## src/rtl/am_ctrl_pkg.sv

```systemverilog
// Shared types and default constants for the AM search controller.
// Contents:
//   am_ctrl_state_e  FSM state encoding (StIdle/StIssue/StDrain/StResult)
//   CLASS_STRIDE     default address step between class rows
//   NUM_CLASSES_MAX  default maximum classes per search
//   score_width()    score width helper for a given hypervector length; score_t at the default
package am_ctrl_pkg;

  localparam int unsigned CLASS_STRIDE    = 256;
  localparam int unsigned NUM_CLASSES_MAX = 32;
  localparam int unsigned HV_LENGTH_DEF   = 1024;

  typedef enum logic [1:0] {
    StIdle,
    StIssue,
    StDrain,
    StResult
  } am_ctrl_state_e;

  // A popcount of an N-bit vector spans 0..N, so it needs clog2(N)+1 bits.
  function automatic int unsigned score_width(int unsigned hv_len);
    return $clog2(hv_len) + 1;
  endfunction

  typedef logic [score_width(HV_LENGTH_DEF)-1:0] score_t;

endpackage

```

## src/rtl/am_best_tracker.sv

```systemverilog
// Tracks the best and (optionally) second-best score of a search and the index of the best.
// Config macro: AM_SEARCH_MARGIN_EN keeps the second-best register and drives margin_o.
// Ports:
//   clk_i, rst_i      clock, synchronous active-high reset
//   clr_i             clear all registers (new search)
//   upd_i             present score_i/idx_i as a new candidate
//   score_i, idx_i    candidate score and its class index
//   best_o            best score so far
//   best_idx_o        index of the best score (lowest index wins ties)
//   margin_o          best minus second-best, or 0 when the feature is disabled
module am_best_tracker #(
  parameter int unsigned SCORE_W = 11,
  parameter int unsigned IDX_W   = 5
) (
  input  logic               clk_i,
  input  logic               rst_i,
  input  logic               clr_i,
  input  logic               upd_i,
  input  logic [SCORE_W-1:0] score_i,
  input  logic [IDX_W-1:0]   idx_i,
  output logic [SCORE_W-1:0] best_o,
  output logic [IDX_W-1:0]   best_idx_o,
  output logic [SCORE_W-1:0] margin_o
);

  logic [SCORE_W-1:0] best_q, best_d;
  logic [IDX_W-1:0]   idx_q, idx_d;

`ifdef AM_SEARCH_MARGIN_EN
  logic [SCORE_W-1:0] second_q, second_d;

  always_comb begin
    best_d   = best_q;
    idx_d    = idx_q;
    second_d = second_q;
    if (clr_i) begin
      best_d   = '0;
      idx_d    = '0;
      second_d = '0;
    end else if (upd_i) begin
      // Strict compares: an equal score never displaces an earlier class.
      if (score_i > best_q) begin
        second_d = best_q;
        best_d   = score_i;
        idx_d    = idx_i;
      end else if (score_i > second_q) begin
        second_d = score_i;
      end
    end
  end

  always_ff @(posedge clk_i) begin
    if (rst_i) begin
      best_q   <= '0;
      idx_q    <= '0;
      second_q <= '0;
    end else begin
      best_q   <= best_d;
      idx_q    <= idx_d;
      second_q <= second_d;
    end
  end

  assign margin_o = best_q - second_q;
`else
  always_comb begin
    best_d = best_q;
    idx_d  = idx_q;
    if (clr_i) begin
      best_d = '0;
      idx_d  = '0;
    end else if (upd_i && (score_i > best_q)) begin
      best_d = score_i;
      idx_d  = idx_i;
    end
  end

  always_ff @(posedge clk_i) begin
    if (rst_i) begin
      best_q <= '0;
      idx_q  <= '0;
    end else begin
      best_q <= best_d;
      idx_q  <= idx_d;
    end
  end

  assign margin_o = '0;
`endif

  assign best_o     = best_q;
  assign best_idx_o = idx_q;

endmodule

```

## src/rtl/am_search_ctrl.sv

```systemverilog
// Sequencer/arbiter for the associative-memory search datapath. Issues one AM read per class
// row, collects returned similarity scores, reports the best class through valid/ready, and
// shares the single AM port with host writes (host wins in IDLE and RESULT).
// Config macro: AM_SEARCH_MARGIN_EN enables result_margin_o (best minus second-best).
// Ports:
//   clk_i, rst_i                       clock, synchronous active-high reset
//   query_valid_i/query_ready_o        query handshake; num_classes_i, am_addr_base_i sampled
//   host_wr_req_i/host_wr_addr_i       host write request; host_wr_gnt_o when performed
//   am_addr_o, am_ren_o, am_wen_o      AM port
//   score_valid_i, score_i             in-order scores from the popcount pipeline
//   result_*                           best class, score, margin with valid/ready
//   busy_o                             FSM not idle
module am_search_ctrl
  import am_ctrl_pkg::*;
#(
  parameter int unsigned HV_LENGTH       = 1024,
  parameter int unsigned AM_ADDR_WIDTH   = 13,
  parameter int unsigned CLASS_STRIDE    = am_ctrl_pkg::CLASS_STRIDE,
  parameter int unsigned NUM_CLASSES_MAX = am_ctrl_pkg::NUM_CLASSES_MAX,
  parameter int unsigned SCORE_W         = $clog2(HV_LENGTH) + 1
) (
  input  logic                               clk_i,
  input  logic                               rst_i,
  input  logic                               query_valid_i,
  output logic                               query_ready_o,
  input  logic [$clog2(NUM_CLASSES_MAX):0]   num_classes_i,
  input  logic [AM_ADDR_WIDTH-1:0]           am_addr_base_i,
  input  logic                               host_wr_req_i,
  input  logic [AM_ADDR_WIDTH-1:0]           host_wr_addr_i,
  output logic                               host_wr_gnt_o,
  output logic [AM_ADDR_WIDTH-1:0]           am_addr_o,
  output logic                               am_ren_o,
  output logic                               am_wen_o,
  input  logic                               score_valid_i,
  input  logic [SCORE_W-1:0]                 score_i,
  output logic                               result_valid_o,
  input  logic                               result_ready_i,
  output logic [$clog2(NUM_CLASSES_MAX)-1:0] result_class_o,
  output logic [SCORE_W-1:0]                 result_score_o,
  output logic [SCORE_W-1:0]                 result_margin_o,
  output logic                               busy_o
);

  localparam int unsigned CntW = $clog2(NUM_CLASSES_MAX) + 1;
  localparam int unsigned IdxW = $clog2(NUM_CLASSES_MAX);
  localparam logic [CntW-1:0] MaxN = CntW'(NUM_CLASSES_MAX);
  localparam logic [AM_ADDR_WIDTH-1:0] Stride = AM_ADDR_WIDTH'(CLASS_STRIDE);

  am_ctrl_state_e           state_q, state_d;
  logic [AM_ADDR_WIDTH-1:0] addr_q, addr_d;
  logic [CntW-1:0]          n_q, n_d;
  logic [CntW-1:0]          issue_q, issue_d;
  logic [CntW-1:0]          ret_q, ret_d;

  logic                     accept;
  logic                     score_take;
  logic                     last_ret;
  logic [CntW-1:0]          n_clamp;
  logic [SCORE_W-1:0]       best;
  logic [SCORE_W-1:0]       margin;
  logic [IdxW-1:0]          best_idx;

  assign n_clamp = (num_classes_i > MaxN) ? MaxN : num_classes_i;

  always_comb begin
    state_d        = state_q;
    addr_d         = addr_q;
    n_d            = n_q;
    issue_d        = issue_q;
    ret_d          = ret_q;
    accept         = 1'b0;
    query_ready_o  = 1'b0;
    host_wr_gnt_o  = 1'b0;
    am_wen_o       = 1'b0;
    am_ren_o       = 1'b0;
    am_addr_o      = '0;
    result_valid_o = 1'b0;

    // Scores only count while a search is collecting, and never beyond n.
    score_take = score_valid_i && ((state_q == StIssue) || (state_q == StDrain)) && (ret_q < n_q);
    last_ret   = score_take && (ret_q == n_q - 1'b1);
    if (score_take) ret_d = ret_q + 1'b1;

    unique case (state_q)
      StIdle: begin
        host_wr_gnt_o = host_wr_req_i;
        am_wen_o      = host_wr_req_i;
        am_addr_o     = host_wr_addr_i;
        query_ready_o = !host_wr_req_i;
        if (query_valid_i && !host_wr_req_i) begin
          accept  = 1'b1;
          addr_d  = am_addr_base_i;
          n_d     = n_clamp;
          issue_d = '0;
          ret_d   = '0;
          state_d = (n_clamp == '0) ? StResult : StIssue;
        end
      end
      StIssue: begin
        am_ren_o  = 1'b1;
        am_addr_o = addr_q;
        addr_d    = addr_q + Stride;  // wraps modulo the AM depth
        issue_d   = issue_q + 1'b1;
        if (last_ret) begin
          state_d = StResult;
        end else if (issue_q == n_q - 1'b1) begin
          state_d = StDrain;
        end
      end
      StDrain: begin
        if (last_ret) state_d = StResult;
      end
      StResult: begin
        result_valid_o = 1'b1;
        host_wr_gnt_o  = host_wr_req_i;
        am_wen_o       = host_wr_req_i;
        am_addr_o      = host_wr_addr_i;
        if (result_ready_i) state_d = StIdle;
      end
      default: state_d = StIdle;
    endcase

    result_class_o  = best_idx;
    result_score_o  = best;
    result_margin_o = margin;
    busy_o          = (state_q != StIdle);

    // While in reset every output is forced low apart from the query-ready term.
    if (rst_i) begin
      host_wr_gnt_o   = 1'b0;
      am_wen_o        = 1'b0;
      am_ren_o        = 1'b0;
      am_addr_o       = '0;
      result_valid_o  = 1'b0;
      result_class_o  = '0;
      result_score_o  = '0;
      result_margin_o = '0;
      busy_o          = 1'b0;
      query_ready_o   = !host_wr_req_i;
    end
  end

  always_ff @(posedge clk_i) begin
    if (rst_i) begin
      state_q <= StIdle;
      addr_q  <= '0;
      n_q     <= '0;
      issue_q <= '0;
      ret_q   <= '0;
    end else begin
      state_q <= state_d;
      addr_q  <= addr_d;
      n_q     <= n_d;
      issue_q <= issue_d;
      ret_q   <= ret_d;
    end
  end

  am_best_tracker #(
    .SCORE_W (SCORE_W),
    .IDX_W   (IdxW)
  ) u_best_tracker (
    .clk_i      (clk_i),
    .rst_i      (rst_i),
    .clr_i      (accept),
    .upd_i      (score_take),
    .score_i    (score_i),
    .idx_i      (ret_q[IdxW-1:0]),
    .best_o     (best),
    .best_idx_o (best_idx),
    .margin_o   (margin)
  );

endmodule

```

## config.mk

```make
export PLATFORM = sky130hd
export DESIGN_NAME = am_search_ctrl
export DESIGN_NICKNAME = d
export VERILOG_FILES = /design/src/rtl/am_ctrl_pkg.sv /design/src/rtl/am_best_tracker.sv /design/src/rtl/am_search_ctrl.sv
export SDC_FILE = /design/constraint.sdc
export NUM_CORES = 1
export LEC_CHECK = 0
export BUFFER_PORTS_ARGS = -buffer_cell sky130_fd_sc_hd__buf_2
export CORE_ASPECT_RATIO = 1.5
export CORE_MARGIN = 5
export CORE_UTILIZATION = 55
export CTS_CLUSTER_SIZE = 40
export DETAILED_ROUTE_END_ITERATION = 16
export PLACE_DENSITY = 0.84
export SLEW_MARGIN = 30
export SYNTH_ARGS = -nofsm -noshare
export SYNTH_HDL_FRONTEND = slang
export SYNTH_SLANG_ARGS = --single-unit
```

## constraint.sdc

```tcl
create_clock -name clk_i -period 5.25 [get_ports clk_i]
set_input_delay 0.525 -clock clk_i [delete_from_list [all_inputs] [get_ports clk_i]]
set_output_delay 0.525 -clock clk_i [all_outputs]
set_load 0.01 [all_outputs]
```

==> flow_summary.yaml, run 1 <==
floorplan:
  io_pins: 95
  chipHeight_microns: 103
  fp.dieArea_sq_mm: 0.00742
  die_w_microns: 72.0
  coreArea_sq_mm: 0.00570
  rows: 34
  initial_utilization: 0.557
worst_setup_path:
  crit_path_top_delay_cell: "a211oi_4"
  cp_data_required_time_ps: 5420
  end_kind: "register"
  cp_data_arrival_time_ps: 2760
  cp_max_fo: 9
  critPathMaxStageDelay_ps: 540
  cp_cell_sequence: "inv_1 > ha_1 > a21oi_1 > a21oi_2 > a211o_4 > a211oi_4 > buf_8 > mux2i_1 > nor2_1"
  start_kind: "register"
  path_class: "reg -> reg"
final_layout:
  n_antenna_cell: 0
  final_core_util: 0.645
  fill_cells: 518
  mostFrequentLayoutCells: "buf_2 (83), nor2_1 (80), dfxtp_1 (49), a21oi_1 (26), ha_1 (26)"
  area.sequential_sq_um: 981
  multi_input_area_sq_mm: 0.00197
  drive_above_1_share: 0.220
  final_common_cell: "buf_2"
  nNetsFinal: 535
  area_growth_pct: 15.8
sta:
  finalCritPeriodShare: 0.493
  finalHoldViolCount: 0
  slew_violations: 0
  fin_crit_ps: 2590
  finalClockSkew_ps: 11.7
  rsz0062_at_grt: "false"
  setup_violations: 0
  clock.fmax_mhz: 386
  fin_tns_setup_ps: 0
  relSlewSlack: 0.422
  tightest_slew_ps: 867
clocking:
  cts_tree: "yes"
  cts-hold-fix-buffers: 0
  cts_buffers: 5
  cts-root-buf: "clkbuf_8"
  cts_resized: 0
  insertion_delay_ps: 300
  clk_pin_slew_ps: 90
  cts_max_level: 2
  postCtsSetupRepairBufs: 0
  cts.sinks: 49
  clk_path_buf_depth: 2
grt:
  antenna_found_initial: 0
  grt_use_total: 0.207
  overflow: 0
  grt_pass1_wl_mm: 12.4
  grt_pass1_vias: 2730
  grt_start_max_net_pins: 46
routing:
  avgRoutedWirePerCell_microns: 14.0
  via_count: 2838
  dr.pass1.iters: 4
  ant_nets: 0
  wl_mm: 7.47
  drt_iter0_drc: 118
  drc: 0
  viasPerCell: 5.33
yosys:
  ys_seq_area_frac: 0.309
  yosys_warnings: 0
  synth_cell_type_count: 43
  syn_inst: 388
  synth_top_area_frac: 0.309
  async_reset_ff_frac: 0
  synth-edff-count: 0
  synth-main-ff-cell: "dfxtp_1"
  yosys-top-cells-area: "dfxtp_1 (31%), ha_1 (10%), nor2_1 (9.5%)"
  yosys.area.top_type: "dfxtp_1"
  syn_avg_cell_area_sq_um: 8.18
  synth-seq-cells: 49
  syn-cell-area_sq_mm: 0.00317
power_and_ir_drop:
  ir_worst_vdd_v: 0.000228
  power-per-cell-area_mw_per_mm2: 286
  finalPower_mw: 1.05
  p_leak_nw: 1.64
placement:
  place_congestion: 0.856
  portBuffers: 83
  dpl.hpwl_mm: 5.71
hold_path:
  hold_path.class: "in -> reg"
run_status:
  outcome: "finished clean"
run:
  drv_cap: 0
==> cell type report <==
class,count,share of cell area
sequential,49,0.267
tap,72,0.0245
inverter,24,0.0245
clock inverter,2,0.00953
clock buffer,5,0.0187
timing repair buffer,85,0.119
multi-input combinational,295,0.537
==> final timing paths <==
check,from,slack [ps],depth (start not counted),to
setup / recovery,n_q[3],2660,9,u_best_tracker.best_o[4]
hold / removal,score_i[6],470,3,u_best_tracker.best_o[6]
setup reg to reg,n_q[3],2660,9,u_best_tracker.best_o[4]
hold reg to reg,addr_q[6],500,2,addr_q[6]
==> cell families after synthesis <==
family                   count (synthesis)  share of synthesized area
AND/OR/NAND/NOR                        153                      0.232
AO/OA/AOI/OAI                           61                      0.131
buffers and inverters                   54                     0.0816
flip-flops                              49                      0.309
adder cells (fa/ha/maj)                 26                      0.102
XOR/XNOR                                23                     0.0765
multiplexers                            21                     0.0662
other                                    1                    0.00118
==> routing by layer <==
metal,vias to the layer above,part of all wire,track usage
li1,1431,-,-
met1,1299,0.39,0.238
met2,99,0.51,0.383
met3,9,0.082,0.0390
met4,0,0.016,0.0637
met5,-,0,0
==> flip-flops by register name, indices dropped and copies added (netlist names) <==
signal                     flops
ret_q                          6
issue_q                        6
state_q                        2
n_q                            6
u_best_tracker.best_o         11
addr_q                        13
u_best_tracker.best_idx_o      5
==> report_power, final <==
part	switching, mW	leakage [nW]	total, mW	internal, mW
Clock	0.127	0.0540	0.266	0.139
Sequential	0.0271	0.397	0.428	0.401
Combinational	0.215	1.19	0.357	0.141
Total	0.369	1.64	1.05	0.681
==> per-stage QoR <==
stage          instance area [sq um]  setup slack [ps]  instances  hold slack [ps]
2_1_floorplan                   3210              2970        398              452
3_3_place_gp                    3560              2490        524              468
3_5_place_dp                    3570              2590        525              479
4_1_cts                         3670              2650        532              472
5_1_grt                         3670              2410        532              477
6_report                        3670              2660        532              474
==> cell usage after synthesis, types with 2 or more instances <==
cell	count
nor3_1	2
xnor2_1	9
nand3b_1	3
inv_1	24
nand3_1	4
o21ai_0	6
a22oi_1	13
nand2_1	19
a211oi_1	2
nor2_1	80
xor2_1	11
xnor3_1	3
a21oi_1	26
clkbuf_1	16
ha_1	26
nor4_1	2
buf_4	12
nand2b_1	4
nor2b_1	10
nor3b_1	16
mux2i_1	21
nand4_1	7
dfxtp_1	49
and3_1	3
a21o_1	2
==> worst max-delay path, delay by kind of cell (launching register included) <==
| family | cells | cell delay [ps] |
|---|---|---|
| adder cells (fa/ha/maj) | 1 | 340 |
| AO/OA/AOI/OAI | 4 | 1130 |
| buffers and inverters | 2 | 340 |
| AND/OR/NAND/NOR | 1 | 50 |
| multiplexers | 1 | 200 |
| flip-flops | 1 | 410 |
Power figures use the tool's default switching activity.
==> inputs of run 2 (changes only) <==
CORE_UTILIZATION = 52   (was 55)
PLACE_DENSITY = 0.8   (was 0.84)
clock period = 2.5 ns   (was 5.25 ns; I/O delays follow)
==> run 2 against run 1 <==
  * First-iteration DRC count down 11%
  * Setup slack worse by 2500 ps
  * Final cell count up 1.3%
  * Clock skew down 5.8 ps
  * Critical path type unchanged
  * Sequential power up 110%
  * Largest cell class unchanged
  * Power up 99%
  * Register-to-register slack worse by 2500 ps
  * Flip-flop and latch count unchanged
  * Clock power up 61%
  * Utilization down 3.5 points
==> flow_summary.yaml, run 2 (synthesis gave the netlist of run 1 again) <==
run_status:
  outcome: "finished clean"
clocking:
  clk_pin_slew_ps: 80
  cts_max_level: 2
  cts-hold-fix-buffers: 0
  insertion_delay_ps: 300
  clk_path_buf_depth: 2
  cts_resized: 0
  postCtsSetupRepairBufs: 0
  cts.sinks: 49
  cts_tree: "yes"
  cts-root-buf: "clkbuf_8"
  cts_buffers: 5
power_and_ir_drop:
  clock_power_share: 0.205
  power-per-cell-area_mw_per_mm2: 566
  comb_power_share: 0.364
  ir_worst_vdd_v: 0.000323
  p_int_mw: 1.33
  swShare: 0.362
  seqPwrFrac: 0.431
  p_sw_mw: 0.756
  p_leak_nw: 1.65
final_layout:
  largest_reg_flops: 13
  nNetsFinal: 541
  top_register: "addr_q"
  fill_cells: 549
  area_growth_pct: 16.1
  instances_no_fill: 539
  final_common_cell: "buf_2"
  n_antenna_cell: 0
  drive_above_1_share: 0.228
  mostFrequentLayoutCells: "buf_2 (83), nor2_1 (80), dfxtp_1 (49), a21oi_1 (26), ha_1 (26)"
routing:
  via_count: 2873
  dr.pass1.iters: 4
  ant_nets: 0
  viasPerCell: 5.33
  drt_iter0_drc: 105
  wl_mm: 7.34
  avgRoutedWirePerCell_microns: 13.6
  drc: 0
sta:
  finalClockSkew_ps: 5.91
  rsz0062_at_grt: "false"
  relSlewSlack: 0.630
  slew_violations: 0
  fin_crit_ps: 2320
  fin_tns_setup_ps: 0
  finalHoldViolCount: 0
  clock.fmax_mhz: 432
  finalCritPeriodShare: 0.927
  setup_violations: 0
  tightest_slew_ps: 555
floorplan:
  initial_utilization: 0.525
  fp.dieArea_sq_mm: 0.00780
  die_w_microns: 73.8
  coreArea_sq_mm: 0.00604
  rows: 35
  io_pins: 95
  chipHeight_microns: 106
worst_setup_path:
  path_class: "reg -> reg"
  cp_max_fo: 11
  r2r_slack_ps: 180
  cp_data_required_time_ps: 2690
  end_kind: "register"
  start_kind: "register"
  cp_data_arrival_time_ps: 2500
hold_path:
  hold_path.class: "in -> reg"
placement:
  place_congestion: 0.883
  portBuffers: 83
  placedCellCount: 533
  dpl.hpwl_mm: 5.84
grt:
  antenna_found_initial: 0
  grt_start_max_net_pins: 32
  overflow: 0
  grt_use_total: 0.194
  grt_pass1_wl_mm: 12.4
  grt_pass1_vias: 2860
run:
  drv_cap: 0
[run 2: final timing paths]
check / to / cells past startpoint / from
max reg2reg: u_best_tracker.best_o[4] / 9 / ret_q[1]
min: u_best_tracker.best_o[0] / 3 / score_i[0]
min reg2reg: addr_q[6] / 2 / addr_q[6]
max: u_best_tracker.best_o[4] / 9 / ret_q[1]
[run 2: layout make-up]
| cell class | instances | area [sq um] | share of cell area |
|---|---|---|---|
| clock buffer | 5 | 68.8 | 0.0187 |
| clock inverter | 1 | 5.00 | 0.00136 |
| inverter | 24 | 90.1 | 0.0244 |
| multi-input combinational | 295 | 1970 | 0.535 |
| sequential | 49 | 981 | 0.266 |
| tap | 74 | 92.6 | 0.0251 |
| timing repair buffer | 91 | 475 | 0.129 |
[run 2: layer usage]
| layer | part of all wire | global-route usage | up-vias |
|---|---|---|---|
| li1 | - | - | 1444 |
| met1 | 0.39 | 0.218 | 1308 |
| met2 | 0.50 | 0.345 | 106 |
| met3 | 0.081 | 0.0391 | 15 |
| met4 | 0.026 | 0.0790 | 0 |
| met5 | 0 | 0 | - |
[run 2: per-stage QoR]
stage / area (sq um) / power (mW) / setup WS [ps] / utilization / hold WS (ps)
global route: 3680 / 2.24 / 49.7 / 0.610 / 228
global placement: 3610 / 1.65 / 304 / 0.598 / 472
finish: 3680 / 2.08 / 183 / 0.610 / 207
floorplan: 3210 / 1.48 / 216 / - / 394
detailed placement: 3610 / 1.68 / 200 / 0.598 / 475
CTS: 3680 / 2.11 / 178 / 0.610 / 195
[run 2: worst max-delay path, stage by stage (launching register included)]
cell and delay [ps]:
dfxtp_1 480, ha_1 290, nor2b_4 120, o211ai_2 150
a21oi_2 90, a211o_4 310, a211oi_4 230, buf_4 260
mux2i_1 220, nor2_1 50
[run 2: power by group through the flow]
stage | registers, mW | clock network, mW | logic, mW
5_1_grt | 0.908 | 0.473 | 0.857
6_report | 0.898 | 0.428 | 0.759
3_5_place_dp | 0.916 | 0 | 0.762
3_3_place_gp | 0.914 | 0 | 0.738
2_1_floorplan | 0.900 | 0 | 0.581
4_1_cts | 0.898 | 0.448 | 0.766
==> inputs of run 3 (changes only) <==
CELL_PAD_IN_SITES_DETAIL_PLACEMENT = 1   (was default)
CELL_PAD_IN_SITES_GLOBAL_PLACEMENT = 2   (was default)
CORE_UTILIZATION = 29   (was 52)
PLACE_DENSITY = default   (was 0.8)
PLACE_DENSITY_LB_ADDON = 0.1   (was default)
SLEW_MARGIN = 5   (was 30)
==> run 3 against run 2 <==
  * Final area increased by 6.3%
  * Final cell count increased by 14%
  * Clock-buffer cell count increased by 2
  * Setup slack improved by 30 ps
  * Wire length increased by 26%
  * First-iteration DRC count decreased by 42%
  * Critical path type unchanged
  * Critical endpoint unchanged
  * Largest power group unchanged
==> flow_summary.yaml, run 3 (synthesis gave the netlist of run 1 again) <==
final_layout:
  area_growth_pct: 23.4
  n_antenna_cell: 0
  mostFrequentLayoutCells: "buf_2 (83), nor2_1 (80), dfxtp_1 (49), a21oi_1 (26), ha_1 (26)"
  largest_reg_flops: 13
  top_register: "addr_q"
  final_common_cell: "buf_2"
  instances_no_fill: 617
  nNetsFinal: 547
  drive_above_1_share: 0.239
sta:
  finalCritPeriodShare: 0.915
  setup_violations: 0
  relSlewSlack: 0.623
  finalHoldViolCount: 0
  worst_slack_ps: 213
  slew_violations: 0
  clock.fmax_mhz: 437
  fin_crit_ps: 2290
  rsz0062_at_grt: "false"
  tightest_slew_ps: 560
  fin_tns_setup_ps: 0
  finalClockSkew_ps: 9.18
clocking:
  cts-hold-fix-buffers: 0
  cts-root-buf: "clkbuf_16"
  cts_resized: 0
  clk_path_buf_depth: 2
  insertion_delay_ps: 290
  clk_pin_slew_ps: 70
  cts_tree: "yes"
  cts_max_level: 2
  cts_buffers: 5
  cts.sinks: 49
  postCtsSetupRepairBufs: 0
worst_setup_path:
  start_kind: "register"
  r2r_slack_ps: 210
  crit_path_start: "n_q[3]"
  crit_end: "u_best_tracker.best_o[4]"
  end_kind: "register"
  cp_max_fo: 10
  cp_data_required_time_ps: 2680
  r2r_end: "u_best_tracker.best_o[4]"
  r2r-start: "n_q[3]"
  cp_data_arrival_time_ps: 2470
  path_class: "reg -> reg"
  r2r_cells: 9
routing:
  wl_mm: 9.23
  ant_nets: 0
  drc: 0
  viasPerCell: 4.63
  drt_iter0_drc: 61
  avgRoutedWirePerCell_microns: 15.0
  dr.pass1.iters: 4
  via_count: 2859
run:
  drv_cap: 0
grt:
  grt_pass1_wl_mm: 15.4
  grt_start_max_net_pins: 32
  grt_pass1_vias: 3133
  antenna_found_initial: 0
  grt_use_total: 0.145
  overflow: 0
placement:
  place_congestion: 0.780
  portBuffers: 83
  dpl.hpwl_mm: 7.33
  placedCellCount: 609
  dpl_worst_slack_ps: 216
run_status:
  outcome: "finished clean"
power_and_ir_drop:
  seqPwrFrac: 0.360
  finalPower_mw: 2.51
  clock_power_share: 0.318
  p_leak_nw: 1.73
  p_int_mw: 1.67
  power-per-cell-area_mw_per_mm2: 640
  ir_worst_vdd_v: 0.000278
  comb_power_share: 0.322
  p_sw_mw: 0.839
  swShare: 0.335
hold_path:
  hold_path.class: "in -> reg"
floorplan:
  io_pins: 95
  fp.dieArea_sq_mm: 0.0132
  rows: 46
  coreArea_sq_mm: 0.0106
  initial_utilization: 0.298
  chipHeight_microns: 138
  die_w_microns: 95.4
run 3: cell types whose count changed in the layout (fill, tap and decap cells not counted):
cell / before / now
buf_4: 8 / 14
clkbuf_16: 0 / 5
clkbuf_8: 5 / 1
bufinv_16: 0 / 1
clkbuf_1: 0 / 1
clkinv_2: 1 / 0
run 3: metal layers:
layer,share of wire,vias to the layer above,track usage
li1,-,1453,-
met1,0.42,1337,0.163
met2,0.52,62,0.267
met3,0.044,7,0.0293
met4,0.014,0,0.0427
met5,0,-,0
run 3: worst min-delay path by stage:
stage	start	endpoint	slack, ps	cells past startpoint
2_1_floorplan	num_classes_i[5]	n_q[5]	390	2
4_1_cts	score_i[2]	u_best_tracker.best_o[2]	210	3
3_3_place_gp	u_best_tracker.best_o[9]	u_best_tracker.best_o[9]	470	2
3_5_place_dp	u_best_tracker.best_idx_o[4]	u_best_tracker.best_idx_o[4]	480	2
5_1_grt	score_i[5]	u_best_tracker.best_o[5]	230	3
6_report	score_i[2]	u_best_tracker.best_o[2]	210	3
run 3: metrics by stage:
stage	area, sq um	hold slack (ps)	util
floorplan	3210	394	-
global placement	3740	471	0.352
detailed placement	3740	479	0.352
CTS	3920	206	0.368
global route	3920	229	0.368
finish	3920	209	0.368
run 3: area by class of cell:
class	instances	area (sq um)
Fill cell	1325	6730
Sequential cell	49	981
Multi-Input combinational cell	295	1970
Timing Repair Buffer	97	520
Tap cell	144	180
Clock inverter	1	30.0
Inverter	24	90.1
Clock buffer	7	143
run 3: power by group through the flow:
stage	Clock [mW]	Sequential (mW)	Combinational (mW)
6_report	0.798	0.903	0.806
5_1_grt	0.860	0.912	0.924
4_1_cts	0.834	0.904	0.826
3_5_place_dp	0	0.922	0.821
3_3_place_gp	0	0.920	0.812
2_1_floorplan	0	0.900	0.581
run 3: worst max-delay path: stages, from the launching register on:
cell      delay (ps)
dfxtp_1          410
inv_1            110
ha_1             330
a21oi_1          170
a21oi_2           90
a211o_4          300
a211oi_4         220
buf_4            260
mux2i_1          230
nor2_1            50
